`src/rtl/orv_rvc_realign_if.sv`:
```
// Fetch-side and decode-side handshake bundle for the RVC realigner.
// Both channels are valid/ready: a transfer happens on a clock edge where valid and
// ready are both high; once valid is raised, the payload stays stable until that transfer.
interface orv_rvc_realign_if #(
  parameter int PC_WIDTH = 64
);
  logic                flush;
  logic [PC_WIDTH-1:0] flush_pc;
  logic                fetch_valid;
  logic                fetch_ready;
  logic [PC_WIDTH-1:0] fetch_pc;
  logic [31:0]         fetch_data;
  logic                inst_valid;
  logic                inst_ready;
  logic [31:0]         inst;
  logic [PC_WIDTH-1:0] inst_pc;
  logic                inst_is_rvc;
  logic                inst_illegal;

  modport master (
    output flush, flush_pc, fetch_valid, fetch_pc, fetch_data, inst_ready,
    input  fetch_ready, inst_valid, inst, inst_pc, inst_is_rvc, inst_illegal
  );

  modport slave (
    input  flush, flush_pc, fetch_valid, fetch_pc, fetch_data, inst_ready,
    output fetch_ready, inst_valid, inst, inst_pc, inst_is_rvc, inst_illegal
  );
endinterface

```
`src/rtl/orv_rvc_realign.sv`:
```
// Realigns 32-bit fetch words into whole instructions and expands RVC halfwords to RV64I,
// so decode only ever sees uncompressed encodings.
module orv_rvc_realign #(
  parameter int PC_WIDTH = 64
) (
  input  logic                clk,
  input  logic                rstn,
  orv_rvc_realign_if.slave    bus,
  output logic [1:0]          dbg_state
);

  localparam logic [1:0] ST_EMPTY = 2'd0;
  localparam logic [1:0] ST_HOLD  = 2'd1;
  localparam logic [1:0] ST_SKIP  = 2'd2;

  localparam logic [6:0] OP_IMM   = 7'b0010011;
  localparam logic [6:0] OP_IMM32 = 7'b0011011;
  localparam logic [6:0] OP_LOAD  = 7'b0000011;
  localparam logic [6:0] OP_STORE = 7'b0100011;
  localparam logic [6:0] OP_LUI   = 7'b0110111;
  localparam logic [6:0] OP_REG   = 7'b0110011;
  localparam logic [6:0] OP_REG32 = 7'b0111011;
  localparam logic [6:0] OP_JAL   = 7'b1101111;
  localparam logic [6:0] OP_JALR  = 7'b1100111;
  localparam logic [6:0] OP_BR    = 7'b1100011;

  // Returns {illegal, instruction}; illegal encodings yield the zero-extended halfword.
  function automatic logic [32:0] rvc_expand(input logic [15:0] h);
    logic [31:0] o;
    logic        ill;
    logic [4:0]  rd, rs2, rdp, rs1p;
    logic [5:0]  shamt;
    logic [11:0] imm6, a4spn, a16sp, lw_off, ld_off, lwsp_off, ldsp_off, swsp_off, sdsp_off;
    logic [19:0] lui20;
    logic [20:0] jimm;
    logic [12:0] bimm;
    rd       = h[11:7];
    rs2      = h[6:2];
    rdp      = {2'b01, h[4:2]};
    rs1p     = {2'b01, h[9:7]};
    shamt    = {h[12], h[6:2]};
    imm6     = {{6{h[12]}}, h[12], h[6:2]};
    a4spn    = {2'b00, h[10:7], h[12:11], h[5], h[6], 2'b00};
    a16sp    = {{3{h[12]}}, h[4:3], h[5], h[2], h[6], 4'b0000};
    lw_off   = {5'b00000, h[5], h[12:10], h[6], 2'b00};
    ld_off   = {4'b0000, h[6:5], h[12:10], 3'b000};
    lwsp_off = {4'b0000, h[3:2], h[12], h[6:4], 2'b00};
    ldsp_off = {3'b000, h[4:2], h[12], h[6:5], 3'b000};
    swsp_off = {4'b0000, h[8:7], h[12:9], 2'b00};
    sdsp_off = {3'b000, h[9:7], h[12:10], 3'b000};
    lui20    = {{15{h[12]}}, h[6:2]};
    jimm     = {{10{h[12]}}, h[8], h[10:9], h[6], h[7], h[2], h[11], h[5:3], 1'b0};
    bimm     = {{5{h[12]}}, h[6:5], h[2], h[11:10], h[4:3], 1'b0};
    o   = 32'h0;
    ill = 1'b0;
    case ({h[1:0], h[15:13]})
      5'b00_000: begin
        if (a4spn == 12'h0) ill = 1'b1;
        else o = {a4spn, 5'd2, 3'b000, rdp, OP_IMM};
      end
      5'b00_010: o = {lw_off, rs1p, 3'b010, rdp, OP_LOAD};
      5'b00_011: o = {ld_off, rs1p, 3'b011, rdp, OP_LOAD};
      5'b00_110: o = {lw_off[11:5], rdp, rs1p, 3'b010, lw_off[4:0], OP_STORE};
      5'b00_111: o = {ld_off[11:5], rdp, rs1p, 3'b011, ld_off[4:0], OP_STORE};
      5'b01_000: o = {imm6, rd, 3'b000, rd, OP_IMM};
      5'b01_001: begin
        if (rd == 5'd0) ill = 1'b1;
        else o = {imm6, rd, 3'b000, rd, OP_IMM32};
      end
      5'b01_010: o = {imm6, 5'd0, 3'b000, rd, OP_IMM};
      5'b01_011: begin
        if (rd == 5'd2) begin
          if (a16sp == 12'h0) ill = 1'b1;
          else o = {a16sp, 5'd2, 3'b000, 5'd2, OP_IMM};
        end else begin
          if (shamt == 6'd0) ill = 1'b1;
          else o = {lui20, rd, OP_LUI};
        end
      end
      5'b01_100: begin
        case (h[11:10])
          2'b00: o = {6'b000000, shamt, rs1p, 3'b101, rs1p, OP_IMM};
          2'b01: o = {6'b010000, shamt, rs1p, 3'b101, rs1p, OP_IMM};
          2'b10: o = {imm6, rs1p, 3'b111, rs1p, OP_IMM};
          default: begin
            case ({h[12], h[6:5]})
              3'b000:  o = {7'b0100000, rdp, rs1p, 3'b000, rs1p, OP_REG};
              3'b001:  o = {7'b0000000, rdp, rs1p, 3'b100, rs1p, OP_REG};
              3'b010:  o = {7'b0000000, rdp, rs1p, 3'b110, rs1p, OP_REG};
              3'b011:  o = {7'b0000000, rdp, rs1p, 3'b111, rs1p, OP_REG};
              3'b100:  o = {7'b0100000, rdp, rs1p, 3'b000, rs1p, OP_REG32};
              3'b101:  o = {7'b0000000, rdp, rs1p, 3'b000, rs1p, OP_REG32};
              default: ill = 1'b1;
            endcase
          end
        endcase
      end
      5'b01_101: o = {jimm[20], jimm[10:1], jimm[11], jimm[19:12], 5'd0, OP_JAL};
      5'b01_110: o = {bimm[12], bimm[10:5], 5'd0, rs1p, 3'b000, bimm[4:1], bimm[11], OP_BR};
      5'b01_111: o = {bimm[12], bimm[10:5], 5'd0, rs1p, 3'b001, bimm[4:1], bimm[11], OP_BR};
      5'b10_000: o = {6'b000000, shamt, rd, 3'b001, rd, OP_IMM};
      5'b10_010: begin
        if (rd == 5'd0) ill = 1'b1;
        else o = {lwsp_off, 5'd2, 3'b010, rd, OP_LOAD};
      end
      5'b10_011: begin
        if (rd == 5'd0) ill = 1'b1;
        else o = {ldsp_off, 5'd2, 3'b011, rd, OP_LOAD};
      end
      5'b10_100: begin
        if (!h[12]) begin
          if (rs2 != 5'd0)     o = {7'b0000000, rs2, 5'd0, 3'b000, rd, OP_REG};
          else if (rd == 5'd0) ill = 1'b1;
          else                 o = {12'h000, rd, 3'b000, 5'd0, OP_JALR};
        end else begin
          if (rs2 != 5'd0)     o = {7'b0000000, rs2, rd, 3'b000, rd, OP_REG};
          else if (rd == 5'd0) o = 32'h0010_0073;
          else                 o = {12'h000, rd, 3'b000, 5'd1, OP_JALR};
        end
      end
      5'b10_110: o = {swsp_off[11:5], rs2, 5'd2, 3'b010, swsp_off[4:0], OP_STORE};
      5'b10_111: o = {sdsp_off[11:5], rs2, 5'd2, 3'b011, sdsp_off[4:0], OP_STORE};
      default:   ill = 1'b1;
    endcase
    if (ill) o = {16'h0000, h};
    return {ill, o};
  endfunction

  logic [1:0]          state;
  logic [15:0]         hld;
  logic [PC_WIDTH-1:0] hld_pc;

  logic                out_valid;
  logic [31:0]         out_inst;
  logic [PC_WIDTH-1:0] out_pc;
  logic                out_rvc;
  logic                out_ill;

  logic                can_load;
  logic                hld_is_32;
  logic                fetch_ok;
  logic                fetch_take;
  logic                emit;
  logic                emit_rvc;
  logic [15:0]         emit_half;
  logic [31:0]         emit_native;
  logic [PC_WIDTH-1:0] emit_pc;
  logic [32:0]         exp_res;
  logic [PC_WIDTH-1:0] next_hld_pc;
  logic                unused_pc_bits;

  assign unused_pc_bits = ^{bus.flush_pc[PC_WIDTH-1:2], bus.flush_pc[0]};
  assign next_hld_pc    = bus.fetch_pc + PC_WIDTH'(2);

  always_comb begin
    can_load    = !out_valid || bus.inst_ready;
    hld_is_32   = (hld[1:0] == 2'b11);
    fetch_ok    = rstn && !bus.flush && can_load && ((state != ST_HOLD) || hld_is_32);
    fetch_take  = fetch_ok && bus.fetch_valid;
    emit        = 1'b0;
    emit_rvc    = 1'b0;
    emit_half   = hld;
    emit_native = bus.fetch_data;
    emit_pc     = bus.fetch_pc;
    case (state)
      ST_EMPTY: begin
        if (fetch_take) begin
          emit      = 1'b1;
          emit_rvc  = (bus.fetch_data[1:0] != 2'b11);
          emit_half = bus.fetch_data[15:0];
        end
      end
      ST_HOLD: begin
        emit_pc = hld_pc;
        // A held compressed halfword is self-contained and needs no fetch word.
        if (!hld_is_32) begin
          emit     = rstn && !bus.flush && can_load;
          emit_rvc = 1'b1;
        end else if (fetch_take) begin
          emit        = 1'b1;
          emit_native = {bus.fetch_data[15:0], hld};
        end
      end
      default: ;
    endcase
    exp_res = rvc_expand(emit_half);
  end

  always_ff @(posedge clk) begin
    if (!rstn) begin
      state     <= ST_EMPTY;
      hld       <= 16'h0;
      hld_pc    <= '0;
      out_valid <= 1'b0;
      out_inst  <= 32'h0;
      out_pc    <= '0;
      out_rvc   <= 1'b0;
      out_ill   <= 1'b0;
    end else if (bus.flush) begin
      out_valid <= 1'b0;
      state     <= bus.flush_pc[1] ? ST_SKIP : ST_EMPTY;
    end else begin
      if (emit) begin
        out_valid <= 1'b1;
        out_inst  <= emit_rvc ? exp_res[31:0] : emit_native;
        out_pc    <= emit_pc;
        out_rvc   <= emit_rvc;
        out_ill   <= emit_rvc && exp_res[32];
      end else if (bus.inst_ready) begin
        out_valid <= 1'b0;
      end
      case (state)
        ST_EMPTY: begin
          if (fetch_take && (bus.fetch_data[1:0] != 2'b11)) begin
            hld    <= bus.fetch_data[31:16];
            hld_pc <= next_hld_pc;
            state  <= ST_HOLD;
          end
        end
        ST_HOLD: begin
          if (!hld_is_32) begin
            if (emit) state <= ST_EMPTY;
          end else if (fetch_take) begin
            hld    <= bus.fetch_data[31:16];
            hld_pc <= next_hld_pc;
          end
        end
        ST_SKIP: begin
          if (fetch_take) begin
            hld    <= bus.fetch_data[31:16];
            hld_pc <= next_hld_pc;
            state  <= ST_HOLD;
          end
        end
        default: state <= ST_EMPTY;
      endcase
    end
  end

  assign bus.fetch_ready  = fetch_ok;
  assign bus.inst_valid   = out_valid;
  assign bus.inst         = out_inst;
  assign bus.inst_pc      = out_pc;
  assign bus.inst_is_rvc  = out_rvc;
  assign bus.inst_illegal = out_ill;
  assign dbg_state        = state;

endmodule
```
`src/flat_wrapper.sv`:
```
// flat-port wrapper written by rule: the top's interface ports become plain ports
module orv_rvc_realign_flat 
#(
  parameter int PC_WIDTH = 64
)
  (clk, rstn, dbg_state, bus_flush, bus_flush_pc, bus_fetch_valid, bus_fetch_pc, bus_fetch_data, bus_inst_ready, bus_fetch_ready, bus_inst_valid, bus_inst, bus_inst_pc, bus_inst_is_rvc, bus_inst_illegal);
  orv_rvc_realign_if #(.PC_WIDTH(PC_WIDTH)) bus_i ();
  input  logic clk;
  input  logic rstn;
  output logic [1:0] dbg_state;
  input wire logic [$bits(bus_i.flush)-1:0] bus_flush;
  input wire logic [$bits(bus_i.flush_pc)-1:0] bus_flush_pc;
  input wire logic [$bits(bus_i.fetch_valid)-1:0] bus_fetch_valid;
  input wire logic [$bits(bus_i.fetch_pc)-1:0] bus_fetch_pc;
  input wire logic [$bits(bus_i.fetch_data)-1:0] bus_fetch_data;
  input wire logic [$bits(bus_i.inst_ready)-1:0] bus_inst_ready;
  output wire logic [$bits(bus_i.fetch_ready)-1:0] bus_fetch_ready;
  output wire logic [$bits(bus_i.inst_valid)-1:0] bus_inst_valid;
  output wire logic [$bits(bus_i.inst)-1:0] bus_inst;
  output wire logic [$bits(bus_i.inst_pc)-1:0] bus_inst_pc;
  output wire logic [$bits(bus_i.inst_is_rvc)-1:0] bus_inst_is_rvc;
  output wire logic [$bits(bus_i.inst_illegal)-1:0] bus_inst_illegal;
  assign bus_i.flush = bus_flush;
  assign bus_i.flush_pc = bus_flush_pc;
  assign bus_i.fetch_valid = bus_fetch_valid;
  assign bus_i.fetch_pc = bus_fetch_pc;
  assign bus_i.fetch_data = bus_fetch_data;
  assign bus_i.inst_ready = bus_inst_ready;
  assign bus_fetch_ready = bus_i.fetch_ready;
  assign bus_inst_valid = bus_i.inst_valid;
  assign bus_inst = bus_i.inst;
  assign bus_inst_pc = bus_i.inst_pc;
  assign bus_inst_is_rvc = bus_i.inst_is_rvc;
  assign bus_inst_illegal = bus_i.inst_illegal;
  orv_rvc_realign #(.PC_WIDTH(PC_WIDTH)) u_core (.clk(clk), .rstn(rstn), .bus(bus_i), .dbg_state(dbg_state));
endmodule
```
`config.mk`:
```
export PLATFORM = sky130hd
export DESIGN_NAME = orv_rvc_realign_flat
export DESIGN_NICKNAME = d
export VERILOG_FILES = /design/src/rtl/orv_rvc_realign_if.sv /design/src/rtl/orv_rvc_realign.sv /design/src/flat_wrapper.sv
export SDC_FILE = /design/constraint.sdc
export NUM_CORES = 1
export LEC_CHECK = 0
export ABC_AREA = 1
export CORE_MARGIN = 2
export CORE_UTILIZATION = 30
export CTS_CLUSTER_DIAMETER = 100
export DETAILED_ROUTE_END_ITERATION = 10
export PLACE_DENSITY_LB_ADDON = 0.1
export SETUP_SLACK_MARGIN = 0.5
export SKIP_CTS_REPAIR_TIMING = 1
export SLEW_MARGIN = 20
export SYNTH_ARGS = -nofsm -noshare
export SYNTH_HDL_FRONTEND = slang
export SYNTH_SLANG_ARGS = --single-unit
```
`constraint.sdc`:
```
create_clock -name clk -period 3.9 [get_ports clk]
set_clock_uncertainty 0.15 [all_clocks]
set_input_delay 0.78 -clock clk [delete_from_list [all_inputs] [get_ports clk]]
set_output_delay 0.78 -clock clk [all_outputs]
set_load 0.005 [all_outputs]
```
==> Word level (Yosys, flattened, before mapping) <==
Cells that the tools add are included.
{ "word_totals": {"wordCells": 133, "output_inout_bits": 102, "register_bits": 181} }
{ "op_classes": {"eq_ne": 37, "n_addsub": 1, "bitwise": 2, "n_reduce_logical": 29, "n_mux": 56} }
{ "ops": {"columns": ["op", "n"], "rows": [
  ["32-bit one-hot mux with 19 select lines", 1],
  ["32-bit two-way mux", 12],
  ["64-bit two-way mux", 4],
  ["64-bit one-hot mux with 3 select lines", 1],
  ["31-bit one-hot mux with 6 select lines", 1],
  ["32-bit one-hot mux with 3 select lines", 1],
  ["16-bit two-way mux", 5],
  ["64-bit by 2-bit adder with 64-bit output, second input constant", 1],
  ["16-bit one-hot mux with 3 select lines", 1],
  ["5-bit by 4-bit == test with 1-bit output, second input constant", 8],
  ["5-bit == test, second input constant", 6],
  ["30-bit two-way mux", 1],
  ["29-bit two-way mux", 1],
  ["28-bit two-way mux", 1],
  ["21-bit two-way mux", 1],
  ["20-bit two-way mux", 1],
  ["8-bit logical NOT", 2],
  ["5-bit by 2-bit == test with 1-bit output, second input constant", 3],
  ["1-bit two-way mux", 15],
  ["2-bit two-way mux", 6],
  ["12-bit OR reduction", 1],
  ["5-bit by 3-bit == test with 1-bit output, second input constant", 2],
  ["5-bit logical NOT", 2],
  ["3-bit by 2-bit != test with 1-bit output, second input constant", 3],
  ["26 further kinds", 45]
]} }

==> Depth between registers and ports, before layout <==
{ "depth": {"ltp_word": 14, "ltp_mapped": 21, "ltp_nobuf": 19} }

==> Worst setup path after synthesis <==
No wires, ideal clock.
{ "synth_timing": {"kind": "input to register", "startpoint": "input port bus_fetch_pc[1]", "endpoint": "register u_core.hld_pc[63]", "slack_ps": 1076, "path_buffers": 0, "arrival_ps": 2558, "cell_stages": 15, "setup_time_ps": 115, "cell_sequence": "ha_1 nand3_1 nor2_1 nand3_1 inv_1 nand2_1 nor2_1 nand3_1 nor3_1 nand2_1 inv_1 nand3_1 xnor2_1 o21ai_0 inv_1"} }
{ "synth_via": {"elab_chain_cells": 4, "word_cells_on_any_way": 5, "classes_between": "add/sub (1); mux (4)"} }
{ "synth_rtl": {"columns": ["item", "line_no", "source"], "rows": [
  ["start, declared", "flat_wrapper.sv:14", "input wire logic [$bits(bus_i.fetch_pc)-1:0] bus_fetch_pc;"],
  ["64-bit by 2-bit adder with 64-bit output (*)", "orv_rvc_realign.sv:153", "assign next_hld_pc = bus.fetch_pc + PC_WIDTH'(2);"],
  ["64-bit two-way mux", "orv_rvc_realign.sv:223, orv_rvc_realign.sv:229", null],
  ["64-bit two-way mux", "orv_rvc_realign.sv:221", "if (!hld_is_32) begin"],
  ["64-bit one-hot mux with 3 select lines (*)", "orv_rvc_realign.sv:212", "case (state)"],
  ["end signal, assigned", "orv_rvc_realign.sv:216", "hld_pc <= next_hld_pc;"],
  ["end signal, assigned", "orv_rvc_realign.sv:225", "hld_pc <= next_hld_pc;"],
  ["end signal, assigned", "orv_rvc_realign.sv:231", "hld_pc <= next_hld_pc;"],
  ["end, declared", "orv_rvc_realign.sv:131", "logic [PC_WIDTH-1:0] hld_pc;"]
]} }
Every way passes the cells marked *; elsewhere a longest branch is shown, timed or not. The select of a mux whose other input is x is not followed.
A chain may end at the register's enable or synchronous reset.

==> Final worst setup path <==
{ "layout_timing": {"startpoint": "input port bus_inst_ready", "endpoint": "register u_core.out_inst[5], in the netlist u_core.bus.inst[5]"} }
{ "layout_via": {"elab_chain_cells": 13, "word_cells_on_any_way": 74, "classes_between": "eq/ne (26); mux (31); reduce/logical (17)"} }
{ "layout_rtl": {"columns": ["item", "line_no", "source"], "rows": [
  ["start, declared", "flat_wrapper.sv:16", "input wire logic [$bits(bus_i.inst_ready)-1:0] bus_inst_ready;"],
  ["1-bit logical OR (*)", "orv_rvc_realign.sv:156", "can_load = !out_valid || bus.inst_ready;"],
  ["1-bit logical AND (*)", "orv_rvc_realign.sv:158, orv_rvc_realign.sv:177", null],
  ["branches (longest 11 deep; another with 32-bit one-hot mux with 3 select lines)", null, null],
  ["end signal, assigned", "orv_rvc_realign.sv:205", "out_inst <= emit_rvc ? exp_res[31:0] : emit_native;"],
  ["end, declared", "orv_rvc_realign.sv:134", "logic [31:0] out_inst;"]
]} }
Every way passes the cells marked *.

==> flow_metrics.py <==
metrics = {
    "detailed_routing": {
        "firstDrtPassIters": 5,
        "wl_per_cell_um": 19.1,
        "antenna_left": 0,
        "vias_per_cell": 5.11,
        "drtIter0Drc": 896,
        "drc": 0,
        "via_count": 12600,
        "wl_mm": 47.1,
    },
    "final_layout": {
        "stdcell_count": 2466,
        "drive_gt1_frac": 0.137,
        "layout.nets": 2161,
        "fill_cells": 3865,
        "area_growth_pct": 38.6,
    },
    "global_routing": {
        "grt_usage": 0.248,
        "grt_pass1_vias": 12300,
        "grt_max_degree": 153,
        "antenna_found_initial": 3,
        "grt_overflow": 0,
        "grt_pass1_wl_mm": 72.7,
    },
    "timing": {
        "layout_worst_path_cycle_share": 0.845,
        "timing.fmax_mhz": 304,
        "maxSlewHeadroom": 0.450,
        "rsz0062_at_grt": "no",
        "fin_crit_ns": 3.29,
        "worstMarginPinSlew_ns": 0.825,
        "worst_hold_slack_ns": 0.318,
        "finalSetupViolCount": 0,
        "hold_viol_final": 0,
        "maxSlewViolCount": 0,
    },
    "cts": {
        "clk_pin_slew_ns": 0.07,
        "numCtsBuffers": 17,
        "clk_latency_ns": 0.46,
        "cts.sinks": 181,
        "htree_levels": 4,
        "cts_buffer_depth": 2,
        "cts_tree": "yes",
        "root_buffer": "clkbuf_16",
    },
    "setup_path": {
        "ff2ff_setup_slack_ns": 0.77,
        "crit_path_start_kind": "primary input",
        "arrival_ns": 3.45,
        "reg2reg_depth": 17,
        "critical_path.max_fanout": 10,
        "rr_endpoint": "u_core.bus.inst[5]",
        "timing.rr.start": "u_core.dbg_state[1]",
        "end_kind": "flop",
        "required_ns": 4.06,
        "critical_path_class": "primary input to flop",
    },
    "power": {
        "leakage_nw": 6.50,
        "fin_total_pwr_w": 0.00537,
        "pwr_density_cell_nw_per_um2": 354,
        "ir_drop_mv": 0.338,
    },
    "placement": {
        "io_buffers": 203,
        "dpl.hpwl_mm": 35.4,
        "place_inst": 2429,
        "globalplace.congestion": 0.930,
    },
    "logic_synthesis": {
        "synth_flop_cell": "dfxtp_1",
        "ys_warn_count": 0,
        "synthCells": 1715,
        "seq_area_frac_synth": 0.331,
        "syn_nets": 1885,
        "netlist_area_um2": 10900,
        "synth-edff-count": 0,
        "synth_common_cells": "nand2_1 (456), dfxtp_1 (181), o21ai_0 (173), nor2_1 (156), inv_1 (142)",
        "avgSynthCellArea_um2": 6.38,
        "synth_most_common_cell": "nand2_1",
        "ys_ff_latch": 181,
        "synthTopCellsByArea": "dfxtp_1 (33%), nand2_1 (16%), o21ai_0 (7.9%)",
        "yosys.area.top_type": "dfxtp_1",
        "ys_types": 45,
        "synthArstFlopShare": 0,
        "synth_top_area_frac": 0.331,
    },
    "hold_path": {
        "hold_path_end": "u_core.bus.inst[12]",
        "hold_depth": 2,
        "hold_start": "u_core.bus.inst[12]",
        "hold_path.class": "flop to flop",
    },
    "die": {
        "fp.dieW_um": 195,
        "die_area_um2": 38000,
        "rows": 69,
        "initial_utilization": 0.306,
        "ios": 267,
        "core_area_um2": 35700,
        "die_height_um": 195,
    },
    "run_status": {
        "status": "complete, no violations",
    },
    "job": {
        "maxCapViolCount": 0,
    },
}
-- cell type report --
cell class              count  area (um^2)  area share
repair buffers            351         3230       0.213
flip-flops and latches    181         3620       0.239
multi-input cells        1289         6550       0.432
well taps                 461          577      0.0380
diodes                      2         5.00    0.000330
inverters                 151          567      0.0374
clock inverters            12          166      0.0110
clock buffers              19          443      0.0292
-- critical path, cell delays in order --
cell and delay (ns):
clkdlybuf4s50_1 0.49, nor2_2 0.07, nor2_4 0.13, nand4_4 0.13, buf_4 0.21, o21ai_1 0.16
buf_6 0.17, nand2_1 0.09, inv_1 0.06, nand3_1 0.15, nand3_1 0.16, nand2_1 0.13
nor3_1 0.32, nand3_1 0.11, nand2_1 0.18, a21oi_1 0.10
-- through the flow --
stage	setup slack, ns	utilization	cell area [um^2]	TNS, ns
6_report	0.606	0.424	15200	0
5_1_grt	0.508	0.424	15200	0
4_1_cts	0.434	0.418	14900	0
3_5_place_dp	-0.0426	0.401	14300	-0.153
3_3_place_gp	-0.0397	0.401	14300	-0.168
2_1_floorplan	1.08	-	10900	0
-- how the worst max path moves through the flow --
stage                     cells past startpoint       startpoint                  end  slack (ns)
final                                        16   bus_inst_ready   u_core.bus.inst[5]        0.61
after global routing                         16  bus_fetch_pc[2]    u_core.hld_pc[63]        0.51
after CTS                                    19        bus_flush  u_core.bus.inst[21]        0.43
after detailed placement                     19        bus_flush  u_core.bus.inst[21]       -0.04
after global placement                       19        bus_flush  u_core.bus.inst[21]       -0.04
after floorplan                              15  bus_fetch_pc[1]    u_core.hld_pc[63]        1.08
-- per-layer routing --
layer | part of all wire | track usage
met2 | 0.48 | 0.422
met5 | 0.00053 | 0
met3 | 0.042 | 0.0404
met1 | 0.43 | 0.307
met4 | 0.043 | 0.111
-- registers in the layout, indices dropped and copies added (netlist names) --
| signal | flops |
|---|---|
| u_core.bus.inst_pc | 64 |
| u_core.dbg_state | 2 |
| u_core.bus.inst_is_rvc | 1 |
| u_core.bus.inst_valid | 1 |
| u_core.bus.inst_illegal | 1 |
| u_core.hld | 16 |
| u_core.hld_pc | 64 |
| u_core.bus.inst | 32 |
-- power breakdown --
group	switching [W]	internal, W	leakage, nW
clock	0.000834	0.00104	0.302
combinational	0.000843	0.000603	4.72
sequential	0.0000701	0.00198	1.48
-- placed cells by master (no fill, tap or decap), types with 17 or more instances in the layout --
master and count:
clkdlybuf4s50_1 200, nor3_1 40, nand2_1 446, a31oi_1 80
nand4_1 42, nand2_2 24, inv_1 141, buf_4 140
nand3_1 72, xor2_1 49, o21ai_0 171, a21oi_1 100
nor2_1 143, clkbuf_16 17, dfxtp_1 181
-- kinds of logic (layout without fill, tap and decap cells) --
logic type / count (synthesis) / count (layout) / synth area share
adder cells (fa/ha/maj): 5 / 5 / 0.00572
flip-flops: 181 / 181 / 0.331
AO/OA/AOI/OAI: 391 / 391 / 0.195
buffers and inverters: 246 / 533 / 0.0888
XOR/XNOR: 56 / 56 / 0.0448
AND/OR/NAND/NOR: 836 / 837 / 0.335
other: 0 / 2 / 0
Note: power is estimated with default switching activity, not from simulation.
